File: src/rtl/uart_sdram_pkg.sv
`timescale 1ns/1ps
`default_nettype none
// ============================================================================
// Module      : uart_sdram_pkg
// Description : Shared FSM encoding and command/burst defaults for the packer.
// Revision    : 1.0 - initial release
// ============================================================================
package uart_sdram_pkg;

    localparam int         c_burst_len_def = 4;
    localparam logic [7:0] c_cmd_wr_def    = 8'h55;
    localparam logic [7:0] c_cmd_rd_def    = 8'hAA;

    typedef enum logic [2:0] {
        ST_IDLE       = 3'd0,
        ST_WR_COLLECT = 3'd1,
        ST_WR_TRIG    = 3'd2,
        ST_WR_DRAIN   = 3'd3,
        ST_RD_TRIG    = 3'd4,
        ST_RD_COLLECT = 3'd5,
        ST_RD_SEND    = 3'd6,
        ST_RD_WAIT    = 3'd7
    } state_t;

endpackage
`default_nettype wire

File: src/rtl/packer_timeout.sv
`timescale 1ns/1ps
`default_nettype none
// ============================================================================
// Module      : packer_timeout
// Description : Inter-byte idle counter; expire flags TIMEOUT-1 idle clocks.
// Revision    : 1.0 - initial release
// ============================================================================
module packer_timeout #(
    parameter int TIMEOUT = 50000
) (
    input  logic clk,
    input  logic rst,
    input  logic clr,
    input  logic en,
    output logic expire
);

    localparam int                  c_cnt_w = $clog2(TIMEOUT + 1);
    localparam logic [c_cnt_w-1:0]  c_last  = c_cnt_w'(TIMEOUT - 1);

    logic [c_cnt_w-1:0] r_cnt;

    // Saturates at the terminal value so a stalled caller never sees a wrap.
    always_ff @(posedge clk) begin
        if (rst || clr) begin
            r_cnt <= '0;
        end else if (en && !expire) begin
            r_cnt <= r_cnt + c_cnt_w'(1);
        end
    end

    assign expire = (r_cnt == c_last);

endmodule
`default_nettype wire

File: src/rtl/uart_sdram_packer.sv
`timescale 1ns/1ps
`default_nettype none
// ============================================================================
// Module      : uart_sdram_packer
// Description : Packs UART command frames into SDRAM write/read bursts.
// Revision    : 1.0 - initial release
// ============================================================================
module uart_sdram_packer
    import uart_sdram_pkg::*;
#(
    parameter int         BURST_LEN = c_burst_len_def,
    parameter logic [7:0] CMD_WR    = c_cmd_wr_def,
    parameter logic [7:0] CMD_RD    = c_cmd_rd_def,
    parameter int         TIMEOUT   = 50000
) (
    input  logic        clk,
    input  logic        rst,
    input  logic [7:0]  rx_data,
    input  logic        rx_valid,
    output logic        wr_trig,
    input  logic        wr_req,
    output logic [15:0] wr_data,
    output logic        rd_trig,
    input  logic        rd_valid,
    input  logic [15:0] rd_data,
    output logic [7:0]  tx_data,
    output logic        tx_start,
    input  logic        tx_busy,
    output logic        busy,
    output logic        drop
);

    localparam int c_nbytes = 2 * BURST_LEN;
    localparam int c_byte_w = $clog2(c_nbytes);
    localparam int c_ptr_w  = (BURST_LEN > 1) ? $clog2(BURST_LEN) : 1;

    localparam logic [c_byte_w-1:0] c_last_byte = c_byte_w'(c_nbytes - 1);
    localparam logic [c_ptr_w-1:0]  c_last_word = c_ptr_w'(BURST_LEN - 1);

    state_t              r_state;
    logic [c_byte_w-1:0] r_byte_idx;
    logic [c_ptr_w-1:0]  r_wr_ptr;
    logic [c_ptr_w-1:0]  r_rd_ptr;
    logic                r_wr_trig;
    logic                r_rd_trig;
    logic                r_tx_start;
    logic [7:0]          r_tx_data;
    logic                r_wait_skip;
    logic                r_loaded;
    logic [7:0]          r_buf [0:c_nbytes-1];

    logic w_wr_store;
    logic w_rd_store;
    logic w_to_clr;
    logic w_to_en;
    logic w_expire;

    assign w_wr_store = (r_state == ST_WR_COLLECT) && rx_valid;
    assign w_rd_store = (r_state == ST_RD_COLLECT) && rd_valid;
    assign w_to_en    = (r_state == ST_WR_COLLECT);
    assign w_to_clr   = !w_to_en || rx_valid;

    packer_timeout #(
        .TIMEOUT (TIMEOUT)
    ) u_timeout (
        .clk    (clk),
        .rst    (rst),
        .clr    (w_to_clr),
        .en     (w_to_en),
        .expire (w_expire)
    );

    // Byte-addressed buffer shared by both directions; never cleared by reset.
    always_ff @(posedge clk) begin
        if (!rst && w_wr_store) begin
            r_buf[r_byte_idx] <= rx_data;
        end
        if (!rst && w_rd_store) begin
            r_buf[{r_rd_ptr, 1'b0}] <= rd_data[15:8];
            r_buf[{r_rd_ptr, 1'b1}] <= rd_data[7:0];
        end
    end

    always_ff @(posedge clk) begin
        if (rst) begin
            r_state     <= ST_IDLE;
            r_byte_idx  <= '0;
            r_wr_ptr    <= '0;
            r_rd_ptr    <= '0;
            r_wr_trig   <= 1'b0;
            r_rd_trig   <= 1'b0;
            r_tx_start  <= 1'b0;
            r_tx_data   <= '0;
            r_wait_skip <= 1'b0;
            r_loaded    <= 1'b0;
        end else begin
            r_wr_trig  <= 1'b0;
            r_rd_trig  <= 1'b0;
            r_tx_start <= 1'b0;
            if (w_wr_store || w_rd_store) begin
                r_loaded <= 1'b1;
            end
            case (r_state)
                ST_IDLE: begin
                    if (rx_valid && (rx_data == CMD_WR)) begin
                        r_state    <= ST_WR_COLLECT;
                        r_byte_idx <= '0;
                    end else if (rx_valid && (rx_data == CMD_RD)) begin
                        r_state   <= ST_RD_TRIG;
                        r_rd_trig <= 1'b1;
                        r_rd_ptr  <= '0;
                    end
                end
                ST_WR_COLLECT: begin
                    // A byte arriving on the expiry cycle still wins.
                    if (rx_valid) begin
                        if (r_byte_idx == c_last_byte) begin
                            r_state   <= ST_WR_TRIG;
                            r_wr_trig <= 1'b1;
                        end else begin
                            r_byte_idx <= r_byte_idx + c_byte_w'(1);
                        end
                    end else if (w_expire) begin
                        r_state <= ST_IDLE;
                    end
                end
                ST_WR_TRIG: begin
                    r_state  <= ST_WR_DRAIN;
                    r_wr_ptr <= '0;
                end
                ST_WR_DRAIN: begin
                    if (wr_req) begin
                        if (r_wr_ptr == c_last_word) begin
                            r_wr_ptr <= '0;
                            r_state  <= ST_IDLE;
                        end else begin
                            r_wr_ptr <= r_wr_ptr + c_ptr_w'(1);
                        end
                    end
                end
                ST_RD_TRIG: begin
                    r_state <= ST_RD_COLLECT;
                end
                ST_RD_COLLECT: begin
                    if (rd_valid) begin
                        if (r_rd_ptr == c_last_word) begin
                            r_rd_ptr   <= '0;
                            r_byte_idx <= '0;
                            r_state    <= ST_RD_SEND;
                        end else begin
                            r_rd_ptr <= r_rd_ptr + c_ptr_w'(1);
                        end
                    end
                end
                ST_RD_SEND: begin
                    if (!tx_busy) begin
                        r_tx_data   <= r_buf[r_byte_idx];
                        r_tx_start  <= 1'b1;
                        r_wait_skip <= 1'b1;
                        r_state     <= ST_RD_WAIT;
                    end
                end
                ST_RD_WAIT: begin
                    // The transmitter may not raise busy until after tx_start.
                    if (r_wait_skip) begin
                        r_wait_skip <= 1'b0;
                    end else if (!tx_busy) begin
                        if (r_byte_idx == c_last_byte) begin
                            r_state <= ST_IDLE;
                        end else begin
                            r_byte_idx <= r_byte_idx + c_byte_w'(1);
                            r_state    <= ST_RD_SEND;
                        end
                    end
                end
                default: begin
                    r_state <= ST_IDLE;
                end
            endcase
        end
    end

    assign wr_trig  = r_wr_trig;
    assign rd_trig  = r_rd_trig;
    assign tx_start = r_tx_start;
    assign tx_data  = r_tx_data;
    assign wr_data  = r_loaded ? {r_buf[{r_wr_ptr, 1'b0}], r_buf[{r_wr_ptr, 1'b1}]} : 16'h0000;
    assign busy     = !rst && (r_state != ST_IDLE);
    assign drop     = !rst && rx_valid && (r_state != ST_IDLE) && (r_state != ST_WR_COLLECT);

endmodule
`default_nettype wire

File: config.mk
export PLATFORM = sky130hd
export DESIGN_NAME = uart_sdram_packer
export DESIGN_NICKNAME = d
export VERILOG_FILES = /design/src/rtl/uart_sdram_pkg.sv /design/src/rtl/packer_timeout.sv /design/src/rtl/uart_sdram_packer.sv
export SDC_FILE = /design/constraint.sdc
export NUM_CORES = 1
export LEC_CHECK = 0
export BUFFER_PORTS_ARGS = -buffer_cell sky130_fd_sc_hd__buf_4
export CAP_MARGIN = 5
export CORE_UTILIZATION = 40
export DETAILED_ROUTE_END_ITERATION = 8
export PLACE_DENSITY = 0.68
export SLEW_MARGIN = 20
export SYNTH_ARGS = -nofsm -noshare
export SYNTH_HDL_FRONTEND = slang
export SYNTH_SLANG_ARGS = --single-unit
File: constraint.sdc
create_clock -name clk -period 3.15 [get_ports clk]
set_input_delay 0.1575 -clock clk [delete_from_list [all_inputs] [get_ports clk]]
set_output_delay 0.1575 -clock clk [all_outputs]
set_load 0.01 [all_outputs]
==> results of run 1 <==
[cell families after synthesis]
kind of cell    share of synthesized area
mux                                 0.241
xor+xnor                           0.0210
fa+ha+maj                          0.0171
simple gates                        0.142
compound gates                     0.0765
buf+inv                            0.0329
flops                               0.469
[sequential cells by signal, indices dropped and copies added, names as in the netlist, named ones only]
signal	cells
r_rd_ptr	2
rd_trig	1
r_state	3
tx_start	1
r_loaded	1
r_byte_idx	3
tx_data	8
wr_trig	1
r_buf	64
r_wait_skip	1
u_timeout.r_cnt	16
r_wr_ptr	2
[final timing paths]
path                      startpoint                       end  slack [ns]
max          r_state[0]$_SDFFE_PP0P_     r_buf[0][0]$_DFFE_PP_        0.65
min                          tx_busy  r_wait_skip$_SDFFE_PP0P_        0.12
max reg2reg  r_state[0]$_SDFFE_PP0P_     r_buf[0][0]$_DFFE_PP_        0.65
min reg2reg  tx_data[4]$_SDFFE_PP0P_   tx_data[4]$_SDFFE_PP0P_        0.51
[worst register-to-register path, stage by stage, from the launching register on]
cell and delay, ns:
dfxtp_1 0.33, buf_4 0.21, nor3b_1 0.51, nand2_1 0.22
or3_1 0.41, o31ai_1 0.32, buf_4 0.21
[cells in the final DEF, fill, tap and decap left out, types with 3 or more instances in the layout]
cell,synthesis,final
a211oi_1,4,4
a21oi_1,13,13
a22oi_1,9,9
and2_1,23,23
and4_1,3,3
buf_4,1,82
clkbuf_16,0,9
dfxtp_1,41,41
edfxtp_1,64,64
ha_1,8,8
inv_1,7,7
mux2_2,73,73
mux2i_1,14,14
mux4_2,20,20
nand2_1,26,26
nand2b_1,7,7
nand3_1,10,10
nand3b_1,4,4
nand4_1,4,4
nor2_1,38,38
nor2b_1,4,4
nor3_1,10,10
nor3b_1,3,3
nor4_1,3,3
nor4b_1,4,4
o21ai_0,23,23
o22ai_1,7,7
or3_1,6,6
xnor2_1,13,13
[metrics by stage]
stage          worst slack, ns  hold WS, ns
2_1_floorplan            0.699        0.342
3_3_place_gp             0.729        0.488
3_5_place_dp             0.696        0.492
4_1_cts                  0.677        0.116
5_1_grt                  0.458        0.127
6_report                 0.655        0.123
[final cells by class]
class | instances | area, um2 | area share
Clock inverter | 5 | 56.3 | 0.00826
Inverter | 8 | 30.0 | 0.00440
Clock buffer | 11 | 233 | 0.0341
Multi-Input combinational cell | 352 | 2920 | 0.428
Timing Repair Buffer | 82 | 616 | 0.0903
Sequential cell | 105 | 2740 | 0.402
Tap cell | 180 | 225 | 0.0330
[metal layers]
layer / part of all wire / routed length (um) / up-vias / track usage
li1: - / - / 2000 / -
met1: 0.44 / 6490 / 2133 / 0.286
met2: 0.48 / 7120 / 129 / 0.343
met3: 0.055 / 809 / 25 / 0.0346
met4: 0.026 / 379 / 0 / 0.0892
met5: 0 / 0 / - / 0
[where the power goes]
part           total [uW]  leakage [uW]  internal [uW]  switching [uW]
registers            1540      0.000906           1490            53.3
clock network        1110      0.000136            616             493
logic                 549       0.00124            258             291
[synthesized netlist by cell type (all sizes together), types with 6 or more instances]
cell,n,area share
a21oi,13,0.011
a22oi,9,0.012
and2,23,0.025
buf,15,0.012
clkbuf,24,0.015
dfxtp,41,0.14
edfxtp,64,0.33
ha,8,0.017
inv,7,0.0045
mux2,73,0.14
mux2i,14,0.024
mux4,20,0.077
nand2,26,0.017
nand2b,7,0.0075
nand3,10,0.0086
nor2,38,0.024
nor3,10,0.0086
o21ai,23,0.020
o22ai,7,0.0075
or3,6,0.0064
xnor2,13,0.019
==> flow_summary.json, run 1 <==
{
  "status": "completed",
  "drc": 0,
  "slew_viol_final": 0,
  "total_power_uw": 3200,
  "critical_path_class": "reg -> reg",
  "min_path_cells": 4,
  "max_freq_ghz": 0.401,
  "post_cts_buffers": 0,
  "syn_nets": 542,
  "start_kind": "flop",
  "overflow": 0,
  "powerDensity_nw_per_um2": 469,
  "yosysWarnings": 0,
  "setup_tns_ns": 0,
  "fin_cells": 743,
  "drt_iter0_drc": 294,
  "crit_required_ns": 3.22,
  "nets": 596,
  "io_buffers": 58,
  "ff2ff_path_depth": 6,
  "dieArea_um2": 15100,
  "async_flop_share": 0,
  "rsz0062_at_grt": "false",
  "crit_arrival_ns": 2.57,
  "chipWidth_um": 123,
  "syn_area_um2": 5850,
  "hp-class": "in -> reg",
  "antenna_found_initial": 0,
  "wl_um": 14800,
  "drive_gt1_frac": 0.346,
  "grt_pass1_wl_um": 23600,
  "drv_cap": 0,
  "n_fill_cell": 1254,
  "netlist_instances": 504,
  "seq_area_frac_synth": 0.469,
  "cts_buffers": 9,
  "dr.pass1.iters": 5,
  "ir_worst_vdd_mv": 0.273,
  "setup_violations": 0,
  "postCtsHoldBufs": 0,
  "syn_avg_cell_area_um2": 11.6,
  "cts_tree": "built",
  "clock-sinks": 105,
  "cpMostUsedCell": "buf_4",
  "critPathBufInv": 2,
  "area_growth_pct": 16.5,
  "grt_pass1_vias": 4327,
  "synth_cell_types": 53,
  "num_io_pins": 59,
  "cp_top_family": "simple AND/OR/NAND/NOR gates",
  "antenna_cells": 0,
  "fin_skew_ns": 0.0111,
  "dp_hpwl_um": 10700,
  "design_area_um2": 6820,
  "max-slew-margin-rel": 0.338,
  "worst-path-stages": 6,
  "vias_per_cell": 5.77,
  "clock_latency_ns": 0.35,
  "synth_edf_count": 64,
  "cp_max_fo": 19,
  "worst_pin_slew_ns": 0.992,
  "coreArea_um2": 14100,
  "initial_core_util": 0.415,
  "critPathMaxStageDelay_ns": 0.51,
  "ys_ff_latch": 105,
  "clk_pin_slew_ns": 0.07,
  "crit_chain": "buf_4 > nor3b_1 > nand2_1 > or3_1 > o31ai_1 > buf_4",
  "grt_max_degree": 23,
  "timing.final.crit_share": 0.792,
  "place_congestion": 0.897,
  "rows": 43,
  "die_h_um": 123,
  "endpoint_kind": "flop",
  "grt_use_total": 0.213,
  "fin_util": 0.484,
  "max-clock-path-buffers": 2,
  "ant_nets": 0,
  "dpl.cell_count": 727,
  "hold_violations": 0,
  "p_leak_uw": 0.00228,
  "cts_resized": 0,
  "htree_levels": 3,
  "place_area_um2": 6530,
  "cts_root_buf": "clkbuf_16",
  "routed-via-count": 4287,
  "min_period_ns": 2.50,
  "cp_slowest_cell": "nor3b_1",
  "synth_top_flop_cell": "edfxtp_1",
  "post_drt_wl_per_cell_um": 19.9
}
No activity file was read; power rests on OpenSTA's default activity.
==> run 2: changes to the inputs <==
==> constraint.sdc (replaced) <==
create_clock -name clk -period 2.3 [get_ports clk]
set_input_delay 0.115 -clock clk [delete_from_list [all_inputs] [get_ports clk]]
set_output_delay 0.115 -clock clk [all_outputs]
set_load 0.01 [all_outputs]
==> run 2 against run 1 <==
  * Wire length up 1.5%
  * Die area unchanged
  * Critical path depth unchanged
  * Via count down 0.12%
==> flow_summary.json, run 2 (same netlist as run 1, synthesis figures left out) <==
{
  "place_congestion": 0.900,
  "clock_latency_ns": 0.36,
  "layout_commonest_cell": "buf_4",
  "status": "completed",
  "start_kind": "flop",
  "coreArea_um2": 14100,
  "routed-via-count": 4282,
  "largest_reg_flops": 64,
  "hold_violations": 0,
  "num_io_pins": 59,
  "rsz0062_at_grt": "false",
  "grt_max_degree": 31,
  "setup_tns_ns": 0,
  "ir_worst_vdd_mv": 0.327,
  "clk_pin_slew_ns": 0.07,
  "postCtsHoldBufs": 0,
  "timing.final.crit_share": 0.896,
  "p_leak_uw": 0.00236,
  "final_cell_mix": "buf_4, mux2_2, edfxtp_1",
  "rows": 43,
  "wl_um": 15000,
  "die_h_um": 123,
  "slew_viol_final": 0,
  "post_drt_wl_per_cell_um": 19.9,
  "antenna_found_initial": 0,
  "fin_cells": 755,
  "critical_path_class": "reg -> reg",
  "hp-class": "in -> reg",
  "vias_per_cell": 5.67,
  "dieArea_um2": 15100,
  "drv_cap": 0,
  "crit_required_ns": 2.41,
  "cts_buffers": 9,
  "worst_pin_slew_ns": 0.704,
  "cts_resized": 0,
  "area_growth_pct": 18.5,
  "dpl.cell_count": 739,
  "place_area_um2": 6630,
  "max-slew-margin-rel": 0.530,
  "overflow": 0,
  "min_period_ns": 2.06,
  "grt_use_total": 0.212,
  "drc": 0,
  "cts_tree": "built",
  "critPathMaxStageDelay_ns": 0.34,
  "nets": 608,
  "setup_violations": 0,
  "grt_pass1_wl_um": 23600,
  "cp_max_fo": 6,
  "design_area_um2": 6930,
  "dp_hpwl_um": 10600,
  "max_freq_ghz": 0.485,
  "initial_core_util": 0.415,
  "chipWidth_um": 123,
  "top_register": "r_buf",
  "powerDensity_nw_per_um2": 649,
  "antenna_cells": 0,
  "endpoint_kind": "flop",
  "cts_root_buf": "clkbuf_16",
  "max-clock-path-buffers": 2,
  "drt_iter0_drc": 489,
  "grt_pass1_vias": 4308,
  "crit_arrival_ns": 2.17,
  "clock-sinks": 105,
  "drive_gt1_frac": 0.365,
  "io_buffers": 58,
  "fin_skew_ns": 0.0113,
  "post_cts_buffers": 0,
  "crit_chain": "nor2b_1 > nand3_1 > nor2_1 > and2_1 > buf_4 > mux2_2",
  "htree_levels": 3,
  "cp_slowest_cell": "dfxtp_1",
  "ant_nets": 0,
  "dr.pass1.iters": 5
}
run 2: cell types whose count changed in the layout (fill, tap and decap cells not counted), sizes merged:
cell      previous run  this run
buf                 82        94
clkbuf              11        10
clkinv               2         3
clkinvlp             2         1
inv                  8         9
run 2: through the flow:
stage / hold slack, ns / util / power, uW / setup WS (ns)
floorplan: 0.300 / - / 2640 / -0.102
global placement: 0.424 / 0.470 / 2910 / 0.313
detailed placement: 0.428 / 0.470 / 2930 / 0.289
CTS: 0.0520 / 0.492 / 4520 / 0.246
global route: 0.0610 / 0.492 / 4670 / 0.0481
finish: 0.0591 / 0.492 / 4500 / 0.239
run 2: critical path, delay by kind of cell (launching register included):
family	cells	cell delay, ns
flip-flops	1	0.34
buffers and inverters	1	0.21
AND/OR/NAND/NOR	4	0.91
multiplexers	1	0.34
run 2: cell type report:
type,instances,area [um2]
Tap cell,180,225
Fill cell,1274,7160
Multi-Input combinational cell,352,2930
Clock buffer,10,229
Timing Repair Buffer,94,706
Sequential cell,105,2740
Inverter,8,30.0
Clock inverter,6,75.1
run 2: worst paths after layout:
path,depth (start not counted),to,startpoint,slack [ns]
worst min register to register,2,tx_data[4]$_SDFFE_PP0P_,tx_data[4]$_SDFFE_PP0P_,0.51
worst min-delay path,2,r_loaded$_SDFFE_PP0P_,rst,0.06
worst max register to register,6,r_buf[3][7]$_DFFE_PP_,r_state[0]$_SDFFE_PP0P_,0.24
worst max-delay path,6,r_buf[3][7]$_DFFE_PP_,r_state[0]$_SDFFE_PP0P_,0.24
run 2: power by group:
| group | leakage (uW) | switching, uW | internal, uW |
|---|---|---|---|
| clock | 0.000145 | 743 | 861 |
| sequential | 0.000906 | 52.2 | 2040 |
| combinational | 0.00131 | 430 | 376 |
| total | 0.00236 | 1220 | 3280 |
run 2: layer usage:
layer | part of all wire | track usage | vias up
li1 | - | - | 2026
met1 | 0.44 | 0.277 | 2093
met2 | 0.48 | 0.347 | 134
met3 | 0.051 | 0.0300 | 29
met4 | 0.028 | 0.101 | 0
met5 | 0 | 0 | -
